<file path="config.mk">
export PLATFORM = sky130hd
export DESIGN_NAME = hazard_stall_ctrl
export DESIGN_NICKNAME = d
export VERILOG_FILES = /design/src/rtl/hazard_stall_ctrl_pkg.sv /design/src/rtl/hazard_stall_ctrl_hazard_detect.sv /design/src/rtl/hazard_stall_ctrl.sv
export SDC_FILE = /design/constraint.sdc
export NUM_CORES = 1
export LEC_CHECK = 0
export ABC_CLOCK_PERIOD_IN_PS = 2200
export CAP_MARGIN = 20
export CORE_MARGIN = 2
export CORE_UTILIZATION = 34
export CTS_BUF_LIST = sky130_fd_sc_hd__clkbuf_4 sky130_fd_sc_hd__clkbuf_8
export DETAILED_ROUTE_END_ITERATION = 10
export PLACE_DENSITY = 0.78
export SYNTH_ARGS = -nofsm -noshare
export SYNTH_HDL_FRONTEND = slang
export SYNTH_SLANG_ARGS = --single-unit
</file>
<file path="constraint.sdc">
create_clock -name clk -period 2.2 [get_ports clk]
set_clock_uncertainty 0.1 [all_clocks]
set_input_delay 0.44 -clock clk [delete_from_list [all_inputs] [get_ports clk]]
set_output_delay 0.44 -clock clk [all_outputs]
set_load 0.05 [all_outputs]
</file>
<file path="src/rtl/hazard_stall_ctrl_pkg.sv">
// Shared MIPS decode constants and FSM state encodings for the hazard/stall controller.
package hazard_stall_ctrl_pkg;

    localparam logic [5:0] OP_RTYPE = 6'b000000;
    localparam logic [5:0] OP_BEQ   = 6'b000100;
    localparam logic [5:0] OP_BNE   = 6'b000101;

    localparam logic [3:0] F4_JR    = 4'b1000;
    localparam logic [3:0] F4_JALR  = 4'b1001;

    typedef enum logic [1:0] {
        S_INIT  = 2'd0,
        S_RUN   = 2'd1,
        S_STALL = 2'd2
    } state_e;

    // $0 is hardwired, so writing it never creates a dependency.
    function automatic logic reg_hit(input logic [4:0] dst,
                                     input logic [4:0] rs,
                                     input logic [4:0] rt);
        return (dst != 5'd0) && ((dst == rs) || (dst == rt));
    endfunction

endpackage

</file>
<file path="src/rtl/hazard_stall_ctrl_hazard_detect.sv">
// Combinational hazard detection: how many bubbles the instruction in ID needs (0..2).
module hazard_detect
    import hazard_stall_ctrl_pkg::*;
(
    input  logic [4:0] IfIdRs,
    input  logic [4:0] IfIdRt,
    input  logic [5:0] IfId_Opcode,
    input  logic [3:0] IfId_Funct4b,
    input  logic [4:0] IdExRd,
    input  logic       IdEx_RegWrite,
    input  logic       IdEx_MemRead,
    input  logic [4:0] ExMemRd,
    input  logic       ExMem_MemRead,
    output logic [1:0] need_o
);

    logic br_use;
    logic ex_hit;
    logic mem_hit;

    always_comb begin
        br_use  = (IfId_Opcode == OP_BEQ) || (IfId_Opcode == OP_BNE) ||
                  ((IfId_Opcode == OP_RTYPE) &&
                   ((IfId_Funct4b == F4_JR) || (IfId_Funct4b == F4_JALR)));
        ex_hit  = reg_hit(IdExRd, IfIdRs, IfIdRt);
        mem_hit = reg_hit(ExMemRd, IfIdRs, IfIdRt);

        need_o = 2'd0;
        if (IdEx_MemRead && ex_hit)
            need_o = 2'd1;
        if (br_use && IdEx_RegWrite && !IdEx_MemRead && ex_hit)
            need_o = 2'd1;
        if (br_use && ExMem_MemRead && mem_hit)
            need_o = 2'd1;
        // A branch on a value still being loaded in EX waits for it to clear MEM.
        if (br_use && IdEx_MemRead && ex_hit)
            need_o = 2'd2;
    end

endmodule

</file>
<file path="src/rtl/hazard_stall_ctrl.sv">
// Pipeline sequencer: post-reset init hold, counted hazard bubbles, branch flush, cache freeze.
// Optional performance counters are enabled with `define HAZ_PERF_CNT_EN.
module hazard_stall_ctrl
    import hazard_stall_ctrl_pkg::*;
#(
    parameter int INIT_CYCLES = 2
`ifdef HAZ_PERF_CNT_EN
    , parameter int CNT_W     = 32
`endif
) (
    input  logic             clk,
    input  logic             rst,
    input  logic [4:0]       IfIdRs,
    input  logic [4:0]       IfIdRt,
    input  logic [5:0]       IfId_Opcode,
    input  logic [3:0]       IfId_Funct4b,
    input  logic [4:0]       IdExRd,
    input  logic             IdEx_RegWrite,
    input  logic             IdEx_MemRead,
    input  logic [4:0]       ExMemRd,
    input  logic             ExMem_MemRead,
    input  logic             Br_taken,
    input  logic             ICache_stall,
    input  logic             DCache_stall,
    output logic             PC_write,
    output logic             IfId_write,
    output logic             IfId_flush,
    output logic             IdEx_flush,
    output logic             Pipe_write,
`ifdef HAZ_PERF_CNT_EN
    output logic [CNT_W-1:0] Perf_stall_cyc,
    output logic [CNT_W-1:0] Perf_bubble,
    output logic [CNT_W-1:0] Perf_flush,
`endif
    output logic             Stall_busy
);

    localparam int CW = (INIT_CYCLES > 4) ? $clog2(INIT_CYCLES) : 2;

    state_e        state_q, state_d;
    logic [CW-1:0] cnt_q, cnt_d;
    logic [1:0]    need;
    logic          frz;
    logic          bubble;

    hazard_detect u_detect (
        .IfIdRs        (IfIdRs),
        .IfIdRt        (IfIdRt),
        .IfId_Opcode   (IfId_Opcode),
        .IfId_Funct4b  (IfId_Funct4b),
        .IdExRd        (IdExRd),
        .IdEx_RegWrite (IdEx_RegWrite),
        .IdEx_MemRead  (IdEx_MemRead),
        .ExMemRd       (ExMemRd),
        .ExMem_MemRead (ExMem_MemRead),
        .need_o        (need)
    );

    always_ff @(posedge clk or posedge rst) begin
        if (rst) begin
            state_q <= S_INIT;
            cnt_q   <= CW'(INIT_CYCLES - 1);
        end else begin
            state_q <= state_d;
            cnt_q   <= cnt_d;
        end
    end

    // The first bubble is issued from S_RUN, so S_STALL only covers the
    // remaining ones; cnt counts S_STALL cycles still owed after the current one.
    always_comb begin
        state_d = state_q;
        cnt_d   = cnt_q;
        if (!frz) begin
            case (state_q)
                S_INIT: begin
                    if (cnt_q == '0) state_d = S_RUN;
                    else             cnt_d   = cnt_q - 1'b1;
                end
                S_RUN: begin
                    if (need > 2'd1) begin
                        state_d = S_STALL;
                        cnt_d   = CW'(need - 2'd2);
                    end
                end
                S_STALL: begin
                    if (cnt_q == '0) state_d = S_RUN;
                    else             cnt_d   = cnt_q - 1'b1;
                end
                default: state_d = S_INIT;
            endcase
        end
    end

    always_comb begin
        frz        = ICache_stall | DCache_stall;
        bubble     = ((state_q == S_RUN) && (need != 2'd0)) || (state_q == S_STALL);
        PC_write   = 1'b1;
        IfId_write = 1'b1;
        IfId_flush = 1'b0;
        IdEx_flush = 1'b0;
        Pipe_write = 1'b1;
        if (state_q == S_INIT) begin
            PC_write   = 1'b0;
            IfId_write = 1'b0;
            IfId_flush = 1'b1;
            IdEx_flush = 1'b1;
            Pipe_write = !frz;
        end else if (frz) begin
            PC_write   = 1'b0;
            IfId_write = 1'b0;
            Pipe_write = 1'b0;
        end else if (bubble) begin
            PC_write   = 1'b0;
            IfId_write = 1'b0;
            IdEx_flush = 1'b1;
        end else begin
            IfId_flush = Br_taken;
        end
        Stall_busy = (state_q != S_RUN);
    end

`ifdef HAZ_PERF_CNT_EN
    logic [CNT_W-1:0] stall_cyc_q, bubble_q, flush_q;

    always_ff @(posedge clk or posedge rst) begin
        if (rst) begin
            stall_cyc_q <= '0;
            bubble_q    <= '0;
            flush_q     <= '0;
        end else begin
            if (frz && (stall_cyc_q != '1))
                stall_cyc_q <= stall_cyc_q + 1'b1;
            if (IdEx_flush && (state_q != S_INIT) && (bubble_q != '1))
                bubble_q <= bubble_q + 1'b1;
            if (IfId_flush && (state_q != S_INIT) && (flush_q != '1))
                flush_q <= flush_q + 1'b1;
        end
    end

    assign Perf_stall_cyc = stall_cyc_q;
    assign Perf_bubble    = bubble_q;
    assign Perf_flush     = flush_q;
`endif

endmodule

</file>
==> impl_metrics.ini, run 1 <==
[detailed_routing]
dr_total_vias = 850
via_per_inst = 5.414
routedWlPerCell_um = 15.78
drc_errors = 0
routed_wl_um = 2478
first_pass_iters = 4
drt_iter0_markers = 18
antenna_left = 0

[floorplan]
start_util_pct = 37.32
dieWidth_um = 45.37
ios = 44
die_y_um = 45.37
core_sq_um = 1559
die_area_sq_um = 2058
rows = 14

[timing]
period_share_pct = 117.2
setup_ws_ns = -0.3786
hold_viol = 0
worst_pin_slew_ns = 0.3642
maxSlewHeadroom_pct = 75.54
rsz0062_at_grt = yes
fin_crit_ns = 2.579
final-setup-viol-count = 4
drv_slew = 0
fmax_mhz = 387.8

[synth]
netlist_top_cells_area = xor2_1 (27%), dfrtp_1 (13%), nor2_1 (5.2%), dfstp_2 (4.5%), nor3_1 (4.3%)
synth_top_area_share_pct = 27.10
synth_top_cell_by_area = xor2_1
yosysSeqAreaShare_pct = 17.42
synthFlopType = dfrtp_1
synth_area_per_cell_sq_um = 7.970
synth_area_sq_um = 581.8
synthArstFlopShare_pct = 100.0
ys_ff_latch = 4
synth_edf_count = 0
synth_cell_types = 29
synthCells = 73
syn-num-nets = 112
yosysWarnings = 0

[place]
gp_congestion = 0.8374
dpl.hpwl_um = 1573
placed_area_sq_um = 1176
placed_cells_incl_taps = 144
portBuffers = 42

[global_routing]
grt_max_degree = 8
antenna_found_initial = 0
grt_overflow = 0
grt_first_pass_wirelength_um = 3781
grt_pass1_vias = 888
grt_usage_pct = 25.14

[final_layout]
final_cell_mix = buf_4 (19), xor2_1 (17), buf_6 (13), dlygate4sd2_1 (10), buf_2 (8)
synthToLayoutAreaGrowth_pct = 135.1
n_fill_cell = 75
layout.nets = 181
instances_no_fill = 157
final_common_cell = buf_4
diodes = 0
final_area_sq_um = 1368
drive_gt1_share_pct = 50.35

[status]
failed_checks = negative setup slack
outcome = finished with violations

[clock_tree]
tritoncts = done
h-tree-depth = 1
cts_sinks = 4
path_clk_slew_ns = 0.04
cts_buffers = 3
root_buffer = clkbuf_4
ctsHoldBuffers = 0
clock_path_buffers = 2
clkLatencyLatePin_ns = 0.24

[pwr]
p_per_area_nw_per_um2 = 283.0
p_leak_nw = 0.6150
netSwitchingFraction_pct = 31.92
p_clk_share_pct = 28.8
p_switching_mw = 0.1235
peakVddDrop_mv = 0.2831
internal-power_mw = 0.2635
power_frac_seq_pct = 19.2
combPwrFrac_pct = 52.1

[setup_path]
worstPathArrival_ns = 2.04
cp-start-kind = primary input
worstPathCellList = buf_6 > nor4b_4 > o21ai_2 > or4b_4 > o32ai_4 > buf_4 > o22ai_4 > buf_6
required_ns = 1.66
cpMostUsedCell = buf_6
crit_path_max_fanout = 3
worst_setup_path_end_kind = primary output
critical_path.max_stage_delay_ns = 0.54
cp_slowest_cell = or4b_4
crit_family = simple AND/OR/NAND/NOR gates
worstSetupPathType = in2out
path_buf_inv = 3

[flow_run]
max_cap_violations = 0

[hold_path]
min_path_type = in2async
-- worst register-to-register path, stage by stage (launching register included) --
cell and delay (ns):
dfrtp_1 0.41, buf_4 0.18, nand2b_1 0.18, or3_1 0.37, nor4_4 0.31, o22ai_2 0.13
-- through the flow --
| step | util, % | power, mW | setup slack, ns | hold slack [ns] | TNS (ns) |
|---|---|---|---|---|---|
| 2_1_floorplan | - | 0.1392 | -0.4945 | 0.1054 | -1.272 |
| 3_3_place_gp | 75.44 | 0.2537 | -0.6529 | 0.3799 | -2.811 |
| 3_5_place_dp | 75.44 | 0.2559 | -0.6625 | 0.4039 | -2.930 |
| 4_1_cts | 84.99 | 0.3782 | -0.3426 | 0.2755 | -1.244 |
| 5_1_grt | 87.72 | 0.4063 | -0.4247 | 0.3169 | -1.632 |
| 6_report | 87.72 | 0.3870 | -0.3786 | 0.2782 | -1.446 |
-- sequential cells by signal, indices dropped and copies added, names as in the netlist --
register  cells
cnt_q         2
state_q       2
-- final timing paths --
path	start	endpoint	slack (ns)	depth (start not counted)
min in group clk	cnt_q[0]	cnt_q[0]	0.41	2
hold reg to reg	cnt_q[0]	cnt_q[0]	0.41	2
setup reg to reg	state_q[1]	cnt_q[1]	0.39	5
hold / removal	rst	state_q[1]	0.28	2
max in group asynchronous	rst	cnt_q[0]	1.49	2
setup / recovery	IfId_Funct4b[2]	IfId_flush	-0.38	8
-- synthesized netlist by cell type, types with 2 or more instances --
library cell / number
nor4_1: 2
inv_1: 5
dfrtp_1: 3
nor2_1: 8
xor2_1: 18
or4_1: 2
o22ai_1: 2
o21ai_0: 2
nand2_1: 3
xnor2_1: 2
nor3_1: 5
nand2b_1: 2
nand3_1: 3
-- layer usage --
metal | up-vias | wire [um] | GRT usage (%)
li1 | 398 | - | -
met1 | 409 | 1110 | 33.50
met2 | 39 | 1238 | 41.43
met3 | 4 | 97 | 2.800
met4 | 0 | 31 | 9.412
met5 | - | 0 | 0
-- cell families (layout without fill, tap and decap cells) --
family,count (synthesis),in the layout,share of synthesized area (%)
fa+ha+maj,1,1,2.150
buf+inv,6,74,4.517
simple gates,30,30,29.46
flops,4,4,17.42
xor+xnor,20,20,30.11
compound gates,12,12,16.35
-- timing repair --
action,CTS,global route
setup endpoints to repair,4,8
setup buffers,9,2
pin swaps,18,7
gates resized for setup,99,11
-- power groups by stage --
| stage | clock, mW | sequential [mW] | combinational, mW |
|---|---|---|---|
| 6_report | 0.111 | 0.0742 | 0.201 |
| 5_1_grt | 0.121 | 0.0741 | 0.212 |
| 4_1_cts | 0.116 | 0.0741 | 0.188 |
| 3_5_place_dp | 0 | 0.0751 | 0.181 |
| 3_3_place_gp | 0 | 0.0751 | 0.179 |
| 2_1_floorplan | 0 | 0.0751 | 0.0641 |
-- cell type report --
cell class | instances | area, sq um | share of cell area, %
tap | 16 | 20.02 | 1.464
clock buffer | 4 | 30.03 | 2.196
inverter | 5 | 18.77 | 1.372
multi-input combinational | 63 | 590.6 | 43.18
timing repair buffer | 65 | 606.8 | 44.37
sequential | 4 | 101.3 | 7.411
Note: power is estimated with default switching activity, not from simulation.
==> run 2, diff against run 1 <==
Settings changed: CORE_MARGIN 2 to not set.
==> run 2 against run 1 <==
Largest power group unchanged. Combinational power shrank 5%. Sequential power is essentially flat. Global-route usage shrank 2.6 points. Via count shrank 8.0%. Cell area shrank 6.6%. Clock-buffer cell count is the same. Clock power is essentially flat. Critical path depth is the same. The flow finishes with violations (design-rule violations, negative setup slack). Core utilization shrank 5.8 points. Maximum frequency grew 0.18%.
==> impl_metrics.ini, run 2 (synthesis results as in run 1) <==
[setup_path]
path_buf_inv = 4
worstPathCellList = clkdlybuf4s15_2 > or4_4 > nor2_4 > o32ai_4 > buf_6 > nor4_4 > buf_4 > buf_12
crit_family = simple AND/OR/NAND/NOR gates
worst_setup_path_end_kind = primary output
cp_slowest_cell = or4_4
worstPathArrival_ns = 2.03
required_ns = 1.66
critical_path.max_stage_delay_ns = 0.50
reg2reg_from = state_q[1]
reg2reg_depth = 6
crit_start = IdExRd[3]
crit_path_max_fanout = 3
worstSetupPathType = in2out
worst-path-stages = 8
cp-start-kind = primary input

[timing]
maxSlewHeadroom_pct = 80.85
worst_pin_slew_ns = 0.2846
period_share_pct = 117.0
drv_slew = 0
final-setup-viol-count = 4
fin_crit_ns = 2.574
hold_viol = 0
setup_ws_ns = -0.3740
setup_tns_ns = -1.383
fmax_mhz = 388.5
whs_ns = 0.2760
rsz0062_at_grt = yes

[status]
failed_checks = design-rule violations, negative setup slack
outcome = finished with violations

[global_routing]
grt_pass1_vias = 724
grt_max_degree = 8
grt_first_pass_wirelength_um = 3208
grt_usage_pct = 22.52
antenna_found_initial = 0
grt_overflow = 0

[flow_run]
max_cap_violations = 0

[detailed_routing]
antenna_left = 0
first_pass_iters = 8
drt_iter0_markers = 14
routedWlPerCell_um = 12.90
drc_errors = 2
routed_wl_um = 1973
via_per_inst = 5.111
dr_total_vias = 782

[floorplan]
rows = 14
core_sq_um = 1559
die_y_um = 43.37
dieWidth_um = 43.37
die_area_sq_um = 1881
ios = 44
start_util_pct = 37.32

[clock_tree]
clkLatencyLatePin_ns = 0.24
cts_buffers = 3
h-tree-depth = 1
root_buffer = clkbuf_4
path_clk_slew_ns = 0.04
cts_sinks = 4
tritoncts = done
clock_path_buffers = 2
ctsHoldBuffers = 0

[pwr]
p_switching_mw = 0.1159
p_per_area_nw_per_um2 = 293.9
netSwitchingFraction_pct = 30.86
p_leak_nw = 0.5792
combPwrFrac_pct = 50.7
p_clk_share_pct = 29.5
peakVddDrop_mv = 0.3623
power_frac_seq_pct = 19.7
internal-power_mw = 0.2596

[place]
dpl.hpwl_um = 1567
placed_cells_incl_taps = 143
portBuffers = 42
gp_congestion = 0.7998

[final_layout]
synthToLayoutAreaGrowth_pct = 119.6
top_regs = cnt_q: 2 flops, state_q: 2 flops
instances_no_fill = 153
final_cell_mix = buf_4 (20), xor2_1 (18), dlygate4sd2_1 (10), clkdlybuf4s50_1 (7), buf_6 (7)
diodes = 0
drive_gt1_share_pct = 44.53
final_common_cell = buf_4
layout.nets = 177

[hold_path]
min_path_type = in2async
[run 2: cell count changes in the layout (fill, tap and decap cells not counted), moves of 2 or more]
cell	change
buf_2	-2
clkdlybuf4s15_2	+2
o22ai_1	+2
buf_6	-6
[run 2: final cells by class]
class | instances | area [sq um]
Fill cell | 107 | 281.5
Multi-Input combinational cell | 63 | 543.0
Tap cell | 16 | 20.02
Inverter | 5 | 18.77
Sequential cell | 4 | 101.3
Timing Repair Buffer | 61 | 564.3
Clock buffer | 4 | 30.03
[run 2: final timing paths]
| check | slack (ns) | to |
|---|---|---|
| min | 0.28 | state_q[1] |
| max | -0.37 | IfId_write |
| max reg2reg | 0.40 | cnt_q[1] |
| max in group asynchronous | 1.49 | cnt_q[0] |
| min reg2reg | 0.38 | cnt_q[0] |
| min in group clk | 0.38 | cnt_q[0] |
[run 2: timing repair]
item / 4_1_cts / 5_1_grt
setup endpoints to repair: 4 / 4
pin swaps: 18 / 7
setup buffers: 4 / 2
resized for setup: 84 / 4
[run 2: per-stage QoR]
stage	area [sq um]	total power [mW]	utilization, %	setup slack [ns]
3_3_place_gp	1169	0.2534	74.96	-0.6590
3_5_place_dp	1169	0.2557	74.96	-0.6819
4_1_cts	1254	0.3729	80.42	-0.3646
2_1_floorplan	606.8	0.1392	-	-0.4945
5_1_grt	1277	0.3984	81.94	-0.4562
6_report	1277	0.3755	81.94	-0.3740
[run 2: power by group through the flow]
stage,Clock (mW),Sequential (mW),Combinational (mW)
final,0.111,0.0741,0.191
after global routing,0.122,0.0740,0.202
after CTS,0.115,0.0741,0.184
after detailed placement,0,0.0751,0.181
after global placement,0,0.0751,0.178
after floorplan,0,0.0751,0.0641
[run 2: per-layer routing]
| metal | vias up | global-route usage (%) | part of all wire [%] | routed length (um) |
|---|---|---|---|---|
| met5 | - | 0 | 0 | 0 |
| met4 | 0 | 3.750 | 0 | 0 |
| met3 | 0 | 2.500 | 3.3 | 65 |
| met2 | 28 | 36.67 | 52 | 1020 |
| met1 | 365 | 32.73 | 45 | 888 |
| li1 | 389 | - | - | - |
[run 2: worst register-to-register path: cells and delay by family (launching register included)]
kind	cells	cell delay, ns
and+or+nand+nor	3	0.78
DFF	1	0.40
buffers and inverters	2	0.34
AOI/OAI and AO/OA	1	0.06
